`config.mk`:
```
export PLATFORM = sky130hd
export DESIGN_NAME = bmp_stream_writer
export DESIGN_NICKNAME = d
export VERILOG_FILES = /design/src/rtl/bmp_pkg.sv /design/src/rtl/bmp_stream_writer_fifo.sv /design/src/rtl/bmp_stream_writer.sv
export SDC_FILE = /design/constraint.sdc
export NUM_CORES = 2
export LEC_CHECK = 0
export CAP_MARGIN = 20
export CORE_UTILIZATION = 55
export CTS_CLUSTER_DIAMETER = 60
export DETAILED_ROUTE_END_ITERATION = 12
export GPL_TIMING_DRIVEN = 1
export PLACE_DENSITY = 0.75
export REMOVE_ABC_BUFFERS = 1
export SLEW_MARGIN = 20
export SYNTH_ARGS = -nofsm -noshare
export SYNTH_HDL_FRONTEND = slang
export SYNTH_SLANG_ARGS = --single-unit
export TNS_END_PERCENT = 20
```
`constraint.sdc`:
```
create_clock -name HCLK -period 5.7 [get_ports HCLK]
set_input_delay 1.14 -clock HCLK [delete_from_list [all_inputs] [get_ports HCLK]]
set_output_delay 1.14 -clock HCLK [all_outputs]
set_load 0.01 [all_outputs]
```
`src/rtl/bmp_pkg.sv`:
```
// BMP stream writer shared definitions: FSM states, header layout and
// the header-beat generator used to emit the 54-byte file header.
package bmp_pkg;

  typedef enum logic [1:0] {
    ST_IDLE,
    ST_HEADER,
    ST_PIXELS,
    ST_DONE
  } state_t;

  localparam int BMP_HDR_BYTES = 54;
  localparam int HDR_BEATS     = 9;
  localparam int BEAT_BYTES    = 6;

  // Byte offsets of the header fields
  localparam int OFF_FSIZE  = 2;
  localparam int OFF_DATA   = 10;
  localparam int OFF_DIB    = 14;
  localparam int OFF_WIDTH  = 18;
  localparam int OFF_HEIGHT = 22;
  localparam int OFF_PLANES = 26;
  localparam int OFF_BPP    = 28;
  localparam int OFF_ISIZE  = 34;

  localparam logic [31:0] DIB_SIZE = 32'd40;
  localparam logic [31:0] BPP      = 32'd24;
  localparam logic [31:0] PLANES   = 32'd1;

  // Byte i (little-endian) of a 32-bit field
  function automatic logic [7:0] byte_of(input logic [31:0] v, input int i);
    logic [31:0] s;
    s = v >> (8 * i);
    return s[7:0];
  endfunction

  // File byte k of the header for a w x h top-down 24-bit image
  function automatic logic [7:0] hdr_byte(input int k, input logic [31:0] w,
                                          input logic [31:0] h);
    logic [31:0] img;
    logic [7:0]  b;
    img = 32'd3 * w * h;
    b   = 8'h00;
    if (k == 0)                                        b = 8'h42;
    else if (k == 1)                                   b = 8'h4D;
    else if (k >= OFF_FSIZE  && k < OFF_FSIZE + 4)     b = byte_of(img + 32'(BMP_HDR_BYTES), k - OFF_FSIZE);
    else if (k >= OFF_DATA   && k < OFF_DATA + 4)      b = byte_of(32'(BMP_HDR_BYTES), k - OFF_DATA);
    else if (k >= OFF_DIB    && k < OFF_DIB + 4)       b = byte_of(DIB_SIZE, k - OFF_DIB);
    else if (k >= OFF_WIDTH  && k < OFF_WIDTH + 4)     b = byte_of(w, k - OFF_WIDTH);
    else if (k >= OFF_HEIGHT && k < OFF_HEIGHT + 4)    b = byte_of(32'd0 - h, k - OFF_HEIGHT);
    else if (k >= OFF_PLANES && k < OFF_PLANES + 2)    b = byte_of(PLANES, k - OFF_PLANES);
    else if (k >= OFF_BPP    && k < OFF_BPP + 2)       b = byte_of(BPP, k - OFF_BPP);
    else if (k >= OFF_ISIZE  && k < OFF_ISIZE + 4)     b = byte_of(img, k - OFF_ISIZE);
    return b;
  endfunction

  // Six header bytes of beat idx, byte 0 in the low bits
  function automatic logic [47:0] hdr_beat(input logic [3:0] idx, input logic [31:0] w,
                                           input logic [31:0] h);
    logic [47:0] r;
    r = '0;
    for (int k = 0; k < BEAT_BYTES; k++)
      r[8*k +: 8] = hdr_byte(BEAT_BYTES * int'(idx) + k, w, h);
    return r;
  endfunction

endpackage

```
`src/rtl/bmp_stream_writer_fifo.sv`:
```
// First-word-fall-through beat FIFO. The head entry is read straight out of
// the storage flops, so a beat written into an empty FIFO is visible on the
// next cycle and stays put until popped.
module beat_fifo #(
  parameter int DEPTH = 16,
  parameter int DW    = 48
) (
  input  logic                       HCLK,
  input  logic                       HRESETn,
  input  logic                       push,
  input  logic                       pop,
  input  logic                       flush,
  input  logic [DW-1:0]              wdata,
  output logic [DW-1:0]              rdata,
  output logic                       full,
  output logic                       empty,
  output logic [$clog2(DEPTH+1)-1:0] count
);
  localparam int AW = $clog2(DEPTH);
  localparam int CW = $clog2(DEPTH + 1);

  logic [DW-1:0] mem [DEPTH];
  logic [AW-1:0] wr_ptr, rd_ptr;
  logic          do_push, do_pop;

  assign empty   = (count == '0);
  assign full    = (count == CW'(DEPTH));
  assign do_pop  = pop && !empty;
  // A pop on a full FIFO frees the slot the push lands in
  assign do_push = push && (!full || do_pop);
  assign rdata   = mem[rd_ptr];

  // Storage write
  always_ff @(posedge HCLK or negedge HRESETn) begin
    if (!HRESETn) begin
      for (int i = 0; i < DEPTH; i++) mem[i] <= '0;
    end else if (do_push && !flush) begin
      mem[wr_ptr] <= wdata;
    end
  end

  // Pointers and occupancy
  always_ff @(posedge HCLK or negedge HRESETn) begin
    if (!HRESETn) begin
      wr_ptr <= '0;
      rd_ptr <= '0;
      count  <= '0;
    end else if (flush) begin
      wr_ptr <= '0;
      rd_ptr <= '0;
      count  <= '0;
    end else begin
      if (do_push) wr_ptr <= wr_ptr + 1'b1;
      if (do_pop)  rd_ptr <= rd_ptr + 1'b1;
      case ({do_push, do_pop})
        2'b10:   count <= count + 1'b1;
        2'b01:   count <= count - 1'b1;
        default: count <= count;
      endcase
    end
  end

endmodule

```
`src/rtl/bmp_stream_writer.sv`:
```
// Turns the two-pixel-per-clock image stream into a 24-bit top-down BMP byte
// image: 9 header beats followed by one 6-byte beat per HSYNC cycle.
import bmp_pkg::*;

module bmp_stream_writer #(
  parameter int WIDTH      = 768,
  parameter int HEIGHT     = 512,
  parameter int FIFO_DEPTH = 16
) (
  input  logic        HCLK,
  input  logic        HRESETn,
  input  logic        VSYNC,
  input  logic        HSYNC,
  input  logic [7:0]  DATA_R0,
  input  logic [7:0]  DATA_G0,
  input  logic [7:0]  DATA_B0,
  input  logic [7:0]  DATA_R1,
  input  logic [7:0]  DATA_G1,
  input  logic [7:0]  DATA_B1,
  output logic [47:0] OUT_DATA,
  output logic        OUT_VALID,
  input  logic        OUT_READY,
  output logic        FRAME_DONE,
  output logic        OVERFLOW,
  output logic        PROTO_ERR
);
  localparam int PIX_BEATS = WIDTH * HEIGHT / 2;
  localparam int PW        = $clog2(PIX_BEATS + 1);
  localparam int CW        = $clog2(FIFO_DEPTH + 1);

  state_t        state, state_nx;
  logic [3:0]    hdr_idx, hdr_idx_nx;
  logic [PW-1:0] pix_cnt, pix_cnt_nx;
  logic          vs_pend, vs_pend_nx;
  logic          vsync_q, vs_rise;
  logic          push, pop, flush, can_push;
  logic          ovf_set, perr_set, frame_done;
  logic [47:0]   wdata;
  logic          fifo_full, fifo_empty;
  logic [CW-1:0] fifo_count;

  assign vs_rise    = VSYNC && !vsync_q;
  assign OUT_VALID  = !fifo_empty;
  assign pop        = OUT_VALID && OUT_READY;
  assign can_push   = !fifo_full || pop;
  assign FRAME_DONE = frame_done;

  beat_fifo #(.DEPTH(FIFO_DEPTH), .DW(48)) u_fifo (
    .HCLK    (HCLK),
    .HRESETn (HRESETn),
    .push    (push),
    .pop     (pop),
    .flush   (flush),
    .wdata   (wdata),
    .rdata   (OUT_DATA),
    .full    (fifo_full),
    .empty   (fifo_empty),
    .count   (fifo_count)
  );

  // Next state, FIFO pushes and error/flag requests
  always_comb begin
    state_nx   = state;
    hdr_idx_nx = hdr_idx;
    pix_cnt_nx = pix_cnt;
    vs_pend_nx = vs_pend;
    push       = 1'b0;
    wdata      = '0;
    flush      = 1'b0;
    ovf_set    = 1'b0;
    perr_set   = 1'b0;
    frame_done = 1'b0;
    case (state)
      ST_IDLE: begin
        if (HSYNC) perr_set = 1'b1;
        if (vs_rise) begin
          state_nx   = ST_HEADER;
          hdr_idx_nx = '0;
          pix_cnt_nx = '0;
        end
      end
      ST_HEADER: begin
        if (HSYNC) perr_set = 1'b1;
        if (vs_rise) begin
          // Restart the frame from scratch
          perr_set   = 1'b1;
          flush      = 1'b1;
          hdr_idx_nx = '0;
          pix_cnt_nx = '0;
        end else if (can_push) begin
          push  = 1'b1;
          wdata = hdr_beat(hdr_idx, 32'(WIDTH), 32'(HEIGHT));
          if (hdr_idx == 4'(HDR_BEATS - 1)) begin
            state_nx   = ST_PIXELS;
            hdr_idx_nx = '0;
          end else begin
            hdr_idx_nx = hdr_idx + 4'd1;
          end
        end
      end
      ST_PIXELS: begin
        if (vs_rise) begin
          perr_set   = 1'b1;
          flush      = 1'b1;
          state_nx   = ST_HEADER;
          hdr_idx_nx = '0;
          pix_cnt_nx = '0;
        end else if (HSYNC) begin
          // Dropped beats still count so the frame length stays fixed
          if (can_push) begin
            push  = 1'b1;
            wdata = {DATA_R1, DATA_G1, DATA_B1, DATA_R0, DATA_G0, DATA_B0};
          end else begin
            ovf_set = 1'b1;
          end
          pix_cnt_nx = pix_cnt + 1'b1;
          if (pix_cnt_nx == PW'(PIX_BEATS)) state_nx = ST_DONE;
        end
      end
      ST_DONE: begin
        if (HSYNC) perr_set = 1'b1;
        if (vs_rise) vs_pend_nx = 1'b1;
        if (pop && fifo_count == CW'(1)) begin
          frame_done = 1'b1;
          vs_pend_nx = 1'b0;
          if (vs_pend || vs_rise) begin
            state_nx   = ST_HEADER;
            hdr_idx_nx = '0;
            pix_cnt_nx = '0;
          end else begin
            state_nx = ST_IDLE;
          end
        end
      end
      default: state_nx = ST_IDLE;
    endcase
  end

  // Control state and counters
  always_ff @(posedge HCLK or negedge HRESETn) begin
    if (!HRESETn) begin
      state   <= ST_IDLE;
      hdr_idx <= '0;
      pix_cnt <= '0;
      vs_pend <= 1'b0;
      vsync_q <= 1'b0;
    end else begin
      state   <= state_nx;
      hdr_idx <= hdr_idx_nx;
      pix_cnt <= pix_cnt_nx;
      vs_pend <= vs_pend_nx;
      vsync_q <= VSYNC;
    end
  end

  // Sticky status flags, cleared only by reset
  always_ff @(posedge HCLK or negedge HRESETn) begin
    if (!HRESETn) begin
      OVERFLOW  <= 1'b0;
      PROTO_ERR <= 1'b0;
    end else begin
      if (ovf_set)  OVERFLOW  <= 1'b1;
      if (perr_set) PROTO_ERR <= 1'b1;
    end
  end

endmodule

```
After elaboration in Yosys (flattened, before gate mapping)

Cells that the tools add are included.

Bits in registers: 809
Output and inout bits: 52
Bits of input ports: 53

Order comparisons: 99
Equality and inequality tests: 25
Bitwise gates (word level): 2
Shift operators: 48
Reductions and logical operators: 82
Multiplexer cells: 118
Multiply operators: 1
Add/subtract/negate cells: 59

Operators by type and width:

| operator                                                               | number |
|---|---|
| 768-bit bitwise mux                                                    | 1 |
| 29-bit by 6-bit subtractor with 29-bit output, second input constant   | 20 |
| 8-bit two-way mux                                                      | 59 |
| 48-bit two-way mux                                                     | 8 |
| 21-bit by 32-bit right shift with 8-bit output, first input constant   | 12 |
| 6-bit by 32-bit right shift with 8-bit output, first input constant    | 12 |
| 29-bit by 5-bit subtractor with 29-bit output, second input constant   | 10 |
| 8-bit by 5-bit < comparator with 1-bit output, second input constant   | 25 |
| 48-bit binary-select mux with 4-bit select                             | 1 |
| 48-bit demux with 4-bit select                                         | 1 |
| 32-bit zero test                                                       | 6 |
| 1-bit by 32-bit right shift with 8-bit output, first input constant    | 6 |
| 10-bit by 32-bit right shift with 8-bit output, first input constant   | 6 |
| 32-bit by 32-bit right shift with 8-bit output, first input constant   | 6 |
| 5-bit by 32-bit right shift with 8-bit output, first input constant    | 6 |
| 8-bit by 5-bit >= comparator with 1-bit output, second input constant  | 20 |
| 32-bit by 6-bit < comparator with 1-bit output, second input constant  | 5 |
| 29-bit by 3-bit subtractor with 29-bit output, second input constant   | 5 |
| 29-bit by 7-bit subtractor with 29-bit output, second input constant   | 5 |
| 32-bit by 6-bit >= comparator with 1-bit output, second input constant | 4 |
| 48-bit case mux with 2 select lines                                    | 1 |
| 18-bit two-way mux                                                     | 5 |
| 8-bit by 4-bit >= comparator with 1-bit output, second input constant  | 10 |
| 32-bit by 5-bit >= comparator with 1-bit output, second input constant | 2 |
| 56 further kinds                                                       | 198 |

Longest topological paths before layout

Depth in word-level cells: 18
Gate-level depth with buffers: 24

By module

Synthesis repeated with hierarchy kept, for this count alone.

Cell total of the unflattened synthesis: 3109
Area, all modules: 42518.3 sq um

By module, submodules not included:

| module            | area each (sq um) | instances | seq. area each (sq um) | cells an instance |
|---|---|---|---|---|
| beat_fifo         | 36351.1           | 1         | 19543.7                | 2193 |
| bmp_stream_writer | 6167.2            | 1         | 700.7                  | 916 |

Worst setup path after synthesis

Ideal clock, no wire load.

Path type: register to register
Start point: reg hdr_idx[0]
End point: reg u_fifo.mem[102] in the netlist's numbering
Path slack: 686 ps
Stages on the path, launching flop included: 24
Arrival: 4881 ps
Period minus slack after synthesis: 5014 ps
Data required time: 5567 ps
Buffers on the path: 8
Cells stage by stage: dfrtp_1 > buf_2 > buf_2 > buf_2 > buf_2 > inv_1 > ha_1 > ha_1 > buf_2 > and2_1 > buf_2 > clkbuf_1 > nor2_1 > nand2_1 > ha_1 > or4_1 > o311ai_0 > a32oi_1 > o221ai_1 > nor3_1 > o21ai_0 > a21boi_0 > clkbuf_1 > o21ai_0

Word-level cells in the longest chain between the ends: 16

RTL lines:

| what                                                                                | line                         | source |
|---|---|---|
| start: declaration                                                                  | bmp_stream_writer.sv:32      | `logic [3:0] hdr_idx, hdr_idx_nx;` |
| start signal: assignment                                                            | bmp_stream_writer.sv:149     | `hdr_idx <= hdr_idx_nx;` |
| 2-bit by 4-bit multiplier with 6-bit output (*)                                     | bmp_pkg.sv:63                | `r[8*k +: 8] = hdr_byte(BEAT_BYTES * int'(idx) + k, w, h);` |
| 29-bit by 7-bit subtractor with 29-bit output, or another cell as far along         | bmp_pkg.sv:53                | `else if (k >= OFF_ISIZE && k < OFF_ISIZE + 4) b = byte_of(img, k - OFF_ISIZE);` |
| 21-bit by 32-bit right shift with 8-bit output or 1-bit logical AND (tied branches) | bmp_pkg.sv:33, bmp_pkg.sv:53 |  |
| 8-bit two-way mux                                                                   | bmp_pkg.sv:53                |  |
| 8-bit two-way mux                                                                   | bmp_pkg.sv:52                | `else if (k >= OFF_BPP && k < OFF_BPP + 2) b = byte_of(BPP, k - OFF_BPP);` |
| 8-bit two-way mux                                                                   | bmp_pkg.sv:51                | `else if (k >= OFF_PLANES && k < OFF_PLANES + 2) b = byte_of(PLANES, k - OFF_PLANES);` |
| 8-bit two-way mux                                                                   | bmp_pkg.sv:50                | `else if (k >= OFF_HEIGHT && k < OFF_HEIGHT + 4) b = byte_of(32'd0 - h, k - OFF_HEIGHT);` |
| 8-bit two-way mux                                                                   | bmp_pkg.sv:49                | `else if (k >= OFF_WIDTH && k < OFF_WIDTH + 4) b = byte_of(w, k - OFF_WIDTH);` |
| 8-bit two-way mux                                                                   | bmp_pkg.sv:48                | `else if (k >= OFF_DIB && k < OFF_DIB + 4) b = byte_of(DIB_SIZE, k - OFF_DIB);` |
| 8-bit two-way mux                                                                   | bmp_pkg.sv:47                | `else if (k >= OFF_DATA && k < OFF_DATA + 4) b = byte_of(32'(BMP_HDR_BYTES), k - OFF_DATA);` |
| 8-bit two-way mux                                                                   | bmp_pkg.sv:46                | `else if (k >= OFF_FSIZE && k < OFF_FSIZE + 4) b = byte_of(img + 32'(BMP_HDR_BYTES), k - OFF_FSIZE);` |
| 8-bit two-way mux (*)                                                               | bmp_pkg.sv:44                | `if (k == 0) b = 8'h42;` |
| 48-bit two-way mux (*)                                                              | bmp_stream_writer.sv:90      | `end else if (can_push) begin` |
| 48-bit two-way mux (*)                                                              | bmp_stream_writer.sv:84      | `if (vs_rise) begin` |
| 48-bit case mux with 2 select lines (*)                                             | bmp_stream_writer.sv:73      | `case (state)` |
| 768-bit bitwise mux (*)                                                             | bmp_stream_writer_fifo.sv:38 | `mem[wr_ptr] <= wdata;` |
| end signal: indexed assignment                                                      | bmp_stream_writer_fifo.sv:38 |  |
| end: declaration                                                                    | bmp_stream_writer_fifo.sv:22 | `logic [DW-1:0] mem [DEPTH];` |

Every way passes the cells marked *; elsewhere a longest branch is shown, timed or not.
A chain may end at the register's enable or synchronous reset.

Worst setup path in the final report

Start point: reg hdr_idx[2]
End point: reg u_fifo.mem[560] in the netlist's numbering

Word-level cells in the longest chain between the ends: 18

RTL lines:

| what                                                                                | line                         | source |
|---|---|---|
| 2-bit by 4-bit multiplier with 6-bit output (*)                                     | bmp_pkg.sv:63                |  |
| 7-bit by 3-bit adder with 8-bit output (*)                                          | bmp_pkg.sv:63                |  |
| 29-bit by 7-bit subtractor with 29-bit output, or another cell as far along         | bmp_pkg.sv:53                |  |
| 21-bit by 32-bit right shift with 8-bit output or 1-bit logical AND (tied branches) | bmp_pkg.sv:33, bmp_pkg.sv:53 |  |
| 8-bit two-way mux                                                                   | bmp_pkg.sv:53                |  |
| 8-bit two-way mux                                                                   | bmp_pkg.sv:52                |  |
| 8-bit two-way mux                                                                   | bmp_pkg.sv:51                |  |
| 8-bit two-way mux                                                                   | bmp_pkg.sv:50                |  |
| [... 2 more ...]                                                                    | --                           |  |
| 8-bit two-way mux                                                                   | bmp_pkg.sv:47                |  |
| 8-bit two-way mux                                                                   | bmp_pkg.sv:46                |  |
| 8-bit two-way mux                                                                   | bmp_pkg.sv:45                | `else if (k == 1) b = 8'h4D;` |
| 8-bit two-way mux (*)                                                               | bmp_pkg.sv:44                |  |
| 48-bit two-way mux (*)                                                              | bmp_stream_writer.sv:90      |  |
| 48-bit two-way mux (*)                                                              | bmp_stream_writer.sv:84      |  |
| 48-bit case mux with 2 select lines (*)                                             | bmp_stream_writer.sv:73      |  |
| 768-bit bitwise mux (*)                                                             | bmp_stream_writer_fifo.sv:38 |  |

Marked as above.

==> summary.txt <==
Global routing
  • Initial antenna violation count: 1
  • Total global routing overflow: 0
  • Largest net degree at the start of global routing: about 130
  • Number of global-route vias before repair: between 30000 and 40000
  • Wire length of the first global-routing pass: ~180 mm
  • Total GRT Usage: 0.311

Timing
  • Share of the clock period used by the worst path after layout: 0.950
  • PnR worst setup slack: ~280 ps
  • Number of pins exceeding their max-slew limit in the final report: 0
  • Final critical path time including I/O delays and setup: roughly 5400 ps
  • Transition time at the pin with the least slew margin: 1150 ps
  • Clock Skew: around 78 ps
  • Hold slack: around 480 ps
  • Peak Freq: ~180 MHz
  • Final Hold Vio Count: 0
  • Worst relative slew slack: 0.233
  • Setup violators final: 0
  • RSZ-0062 raised after global routing: false

Placement
  • Placement-stage cell area: approximately 43000 um2
  • Dpl ws: roughly 360 ps
  • IO Port Bufs: roughly 100
  • Half-perimeter wire length after detailed placement: 70.0 mm
  • Routability cong.: between 0.9 and 1
  • Cell count after placement: about 4600

Die
  • Effective utilization at floorplan: 0.560
  • Height of the die: between 200 and 300 um
  • Io pins: around 110
  • Placement row count: between 90 and 100
  • Die area: around 76000 um2
  • Die Span X: between 200 and 300 um
  • Placeable core area: around 73000 um2

Drt
  • Detailed-route wire length per cell: 24.4 um
  • Detail Route Antenna Nets: 0
  • Residual DRC count: 0
  • Starting DRT DRC Count: 3131
  • Via count: ~30000
  • Wire length after detailed routing: about 120 mm
  • Average via count per standard cell: 6.47
  • Number of detailed-route iterations in the first pass: 5

Yosys
  • Cell area after technology mapping: ~40000 um2
  • Synth top area share: 0.492
  • Leading post-synthesis cells by cell area: dfrtp_1 (49%), mux4_2 (13%), o21ai_0 (4.9%)
  • Mean Syn Cell Area: 11.0 um2
  • Number of warnings reported in the yosys synthesis log: 0
  • Most instantiated flip-flop cell in the synthesis netlist: dfrtp_1
  • FF+latch count, synth: roughly 810
  • Commonest cells in the netlist: dfrtp_1 (809), nand2_1 (501), o21ai_0 (402), nor2_1 (349), clkbuf_1 (244)
  • Count of different cell masters after synthesis: approximately 110
  • Asr flop ratio synth: 1.00
  • Count of flip-flops with a built-in enable after synthesis: 0
  • Dominant cell by count in the synthesized netlist: dfrtp_1
  • Count of mapped cells out of synthesis: 3747
  • Dominant cell type by area after synthesis: dfrtp_1
  • Share of synthesized area occupied by flip-flops and latches: 0.492

Power
  • Switching Fraction: 0.351
  • Pwr dens: between 400 and 500 nW/um2
  • Internal power component: roughly 0.013 W
  • Share of total power in the clock network: 0.290
  • Reg power frac: 0.366
  • Combinational power share: 0.344
  • Worst voltage drop across the vdd grid: 0.000298 V
  • P_leak: slightly below 20 nW
  • NetSw: 0.00712 W

Worst setup path
  • Path depth of the worst reg2reg path: 15
  • Max Fanout on Critical Path: 16
  • Signal arrival time at the worst endpoint: around 6000 ps
  • Category of the most critical setup path: flop to flop
  • Worst setup SP type: flop
  • Required time of the worst setup path: around 6300 ps
  • Category of the worst setup path capture point: flop

Cells and area
  • Layout overhead on the synthesized area: 12.0%
  • Post-route cell area: ~46000 um2
  • Fin cells: roughly 4700
  • Core Util, Final: 0.627
  • Number of nets in the layout: 3830
  • Share of post-route cells with drive strength above 1: 0.206

Run
  • Maximum capacitance violations: 0

Clocking
  • CTS Buffer Depth: 3
  • Clock-pin slew reported for the worst setup and hold paths after clock tree synthesis: about 60 ps
  • Post-CTS Hold Buffers: 0
  • Clock root buffer: clkbuf_16
  • Clock latency on the worst-skew pair: ~690 ps
  • Number of CTS-inserted buffers: 84
  • Clock H-tree levels: 3
  • Sink count of the clock tree: just over 800
  • TritonCTS clock tree: built

Status
  • Result of the run: completed

Min path
  • Number of cells on the worst hold path: 2
  • Class of the tightest hold or removal check: flop to flop
power by group through the flow:
stage	logic, W	registers [W]	clock network (W)
final	0.00698	0.00742	0.00588
after global routing	0.00748	0.00752	0.00615
after CTS	0.00693	0.00740	0.00593
after detailed placement	0.00688	0.00747	0
after global placement	0.00680	0.00743	0
after floorplan	0.00421	0.00760	0
flip-flops by register name, summed over array words and instances (netlist names), 2 cells and up:
signal	flops
hdr_idx	4
u_fifo.wr_ptr	4
u_fifo.rd_ptr	4
u_fifo.mem	768
pix_cnt	18
u_fifo.count	5
state	2
per-layer routing:
layer	GRT usage	up-vias	routed length [um]
li1	-	13500	-
met1	0.414	15600	46700
met5	0	-	17
met2	0.504	1307	55700
met3	0.0574	312	8320
met4	0.131	2	4760
cell families after synthesis:
group	synth area share
AOI/OAI and AO/OA	0.138
adders and majority gates	0.0209
muxes	0.182
and+or+nand+nor	0.117
DFF	0.492
buffers and inverters	0.0387
xor gates and xnor gates	0.0114
timing repair:
action | in CTS | in global routing
setup buffers | 0 | 0
endpoints found under the setup margin | 0 | 8
hold endpoints to repair | 0 | 0
gates resized for setup | 0 | 1
stage by stage:
step	power, W	TNS (ps)
after detailed placement	0.0144	0
final	0.0203	0
after CTS	0.0203	0
after global routing	0.0212	0
after global placement	0.0142	0
after floorplan	0.0118	-349460
placed cells by master, fill, tap and decap left out, drive strengths merged, types with 9 or more instances in the layout:
cell type / netlist / layout
a211oi: 16 / 16
a21boi: 10 / 10
a21o: 11 / 11
a21oi: 181 / 181
a31oi: 147 / 147
and2: 34 / 34
and3: 15 / 15
buf: 99 / 118
clkbuf: 246 / 122
clkdlybuf4s50: 0 / 103
clkinv: 0 / 20
dfrtp: 809 / 809
ha: 67 / 67
inv: 28 / 31
mux2: 180 / 180
mux4: 240 / 240
nand2: 501 / 501
nand2b: 16 / 16
nand3: 34 / 34
nand4: 23 / 23
nor2: 350 / 350
nor2b: 14 / 14
nor3: 33 / 33
nor4: 22 / 22
o2111ai: 11 / 11
o211ai: 17 / 17
o21ai: 435 / 435
o22ai: 9 / 9
o31ai: 10 / 10
or2: 11 / 11
xnor2: 24 / 24
xor2: 13 / 13
critical path: stages, from the launching register on:
cell	delay (ps)
dfrtp_1	510
inv_1	160
ha_1	720
o21a_1	250
and2_1	410
nor4_2	140
o21ai_0	460
o21a_1	240
nor2_1	60
ha_1	270
inv_1	40
or3_1	360
or3_4	370
o31ai_4	290
o2111ai_2	600
a31oi_1	400
cell type report:
class	count	area, um2
inverter	28	105
tap	959	1200
sequential	809	20300
multi-input combinational	2565	19400
timing repair buffer	221	2070
clock inverter	35	554
antenna	1	2.50
fill	5533	27400
clock buffer	122	2480
path summary, 6_finish.rpt:
kind                                             start                      endpoint  slack [ps]
max                             hdr_idx[2]$_DFFE_PN0P_   u_fifo.mem[560]$_DFFE_PN0P_         280
min                        u_fifo.mem[621]$_DFFE_PN0P_   u_fifo.mem[621]$_DFFE_PN0P_         480
max reg2reg                     hdr_idx[2]$_DFFE_PN0P_   u_fifo.mem[560]$_DFFE_PN0P_         280
min reg2reg                u_fifo.mem[621]$_DFFE_PN0P_   u_fifo.mem[621]$_DFFE_PN0P_         480
max in group asynchronous                      HRESETn  u_fifo.rd_ptr[2]$_DFFE_PN0P_        3590
min in group asynchronous                      HRESETn   u_fifo.mem[762]$_DFFE_PN0P_         540
Note: power is estimated with default switching activity, not from simulation.
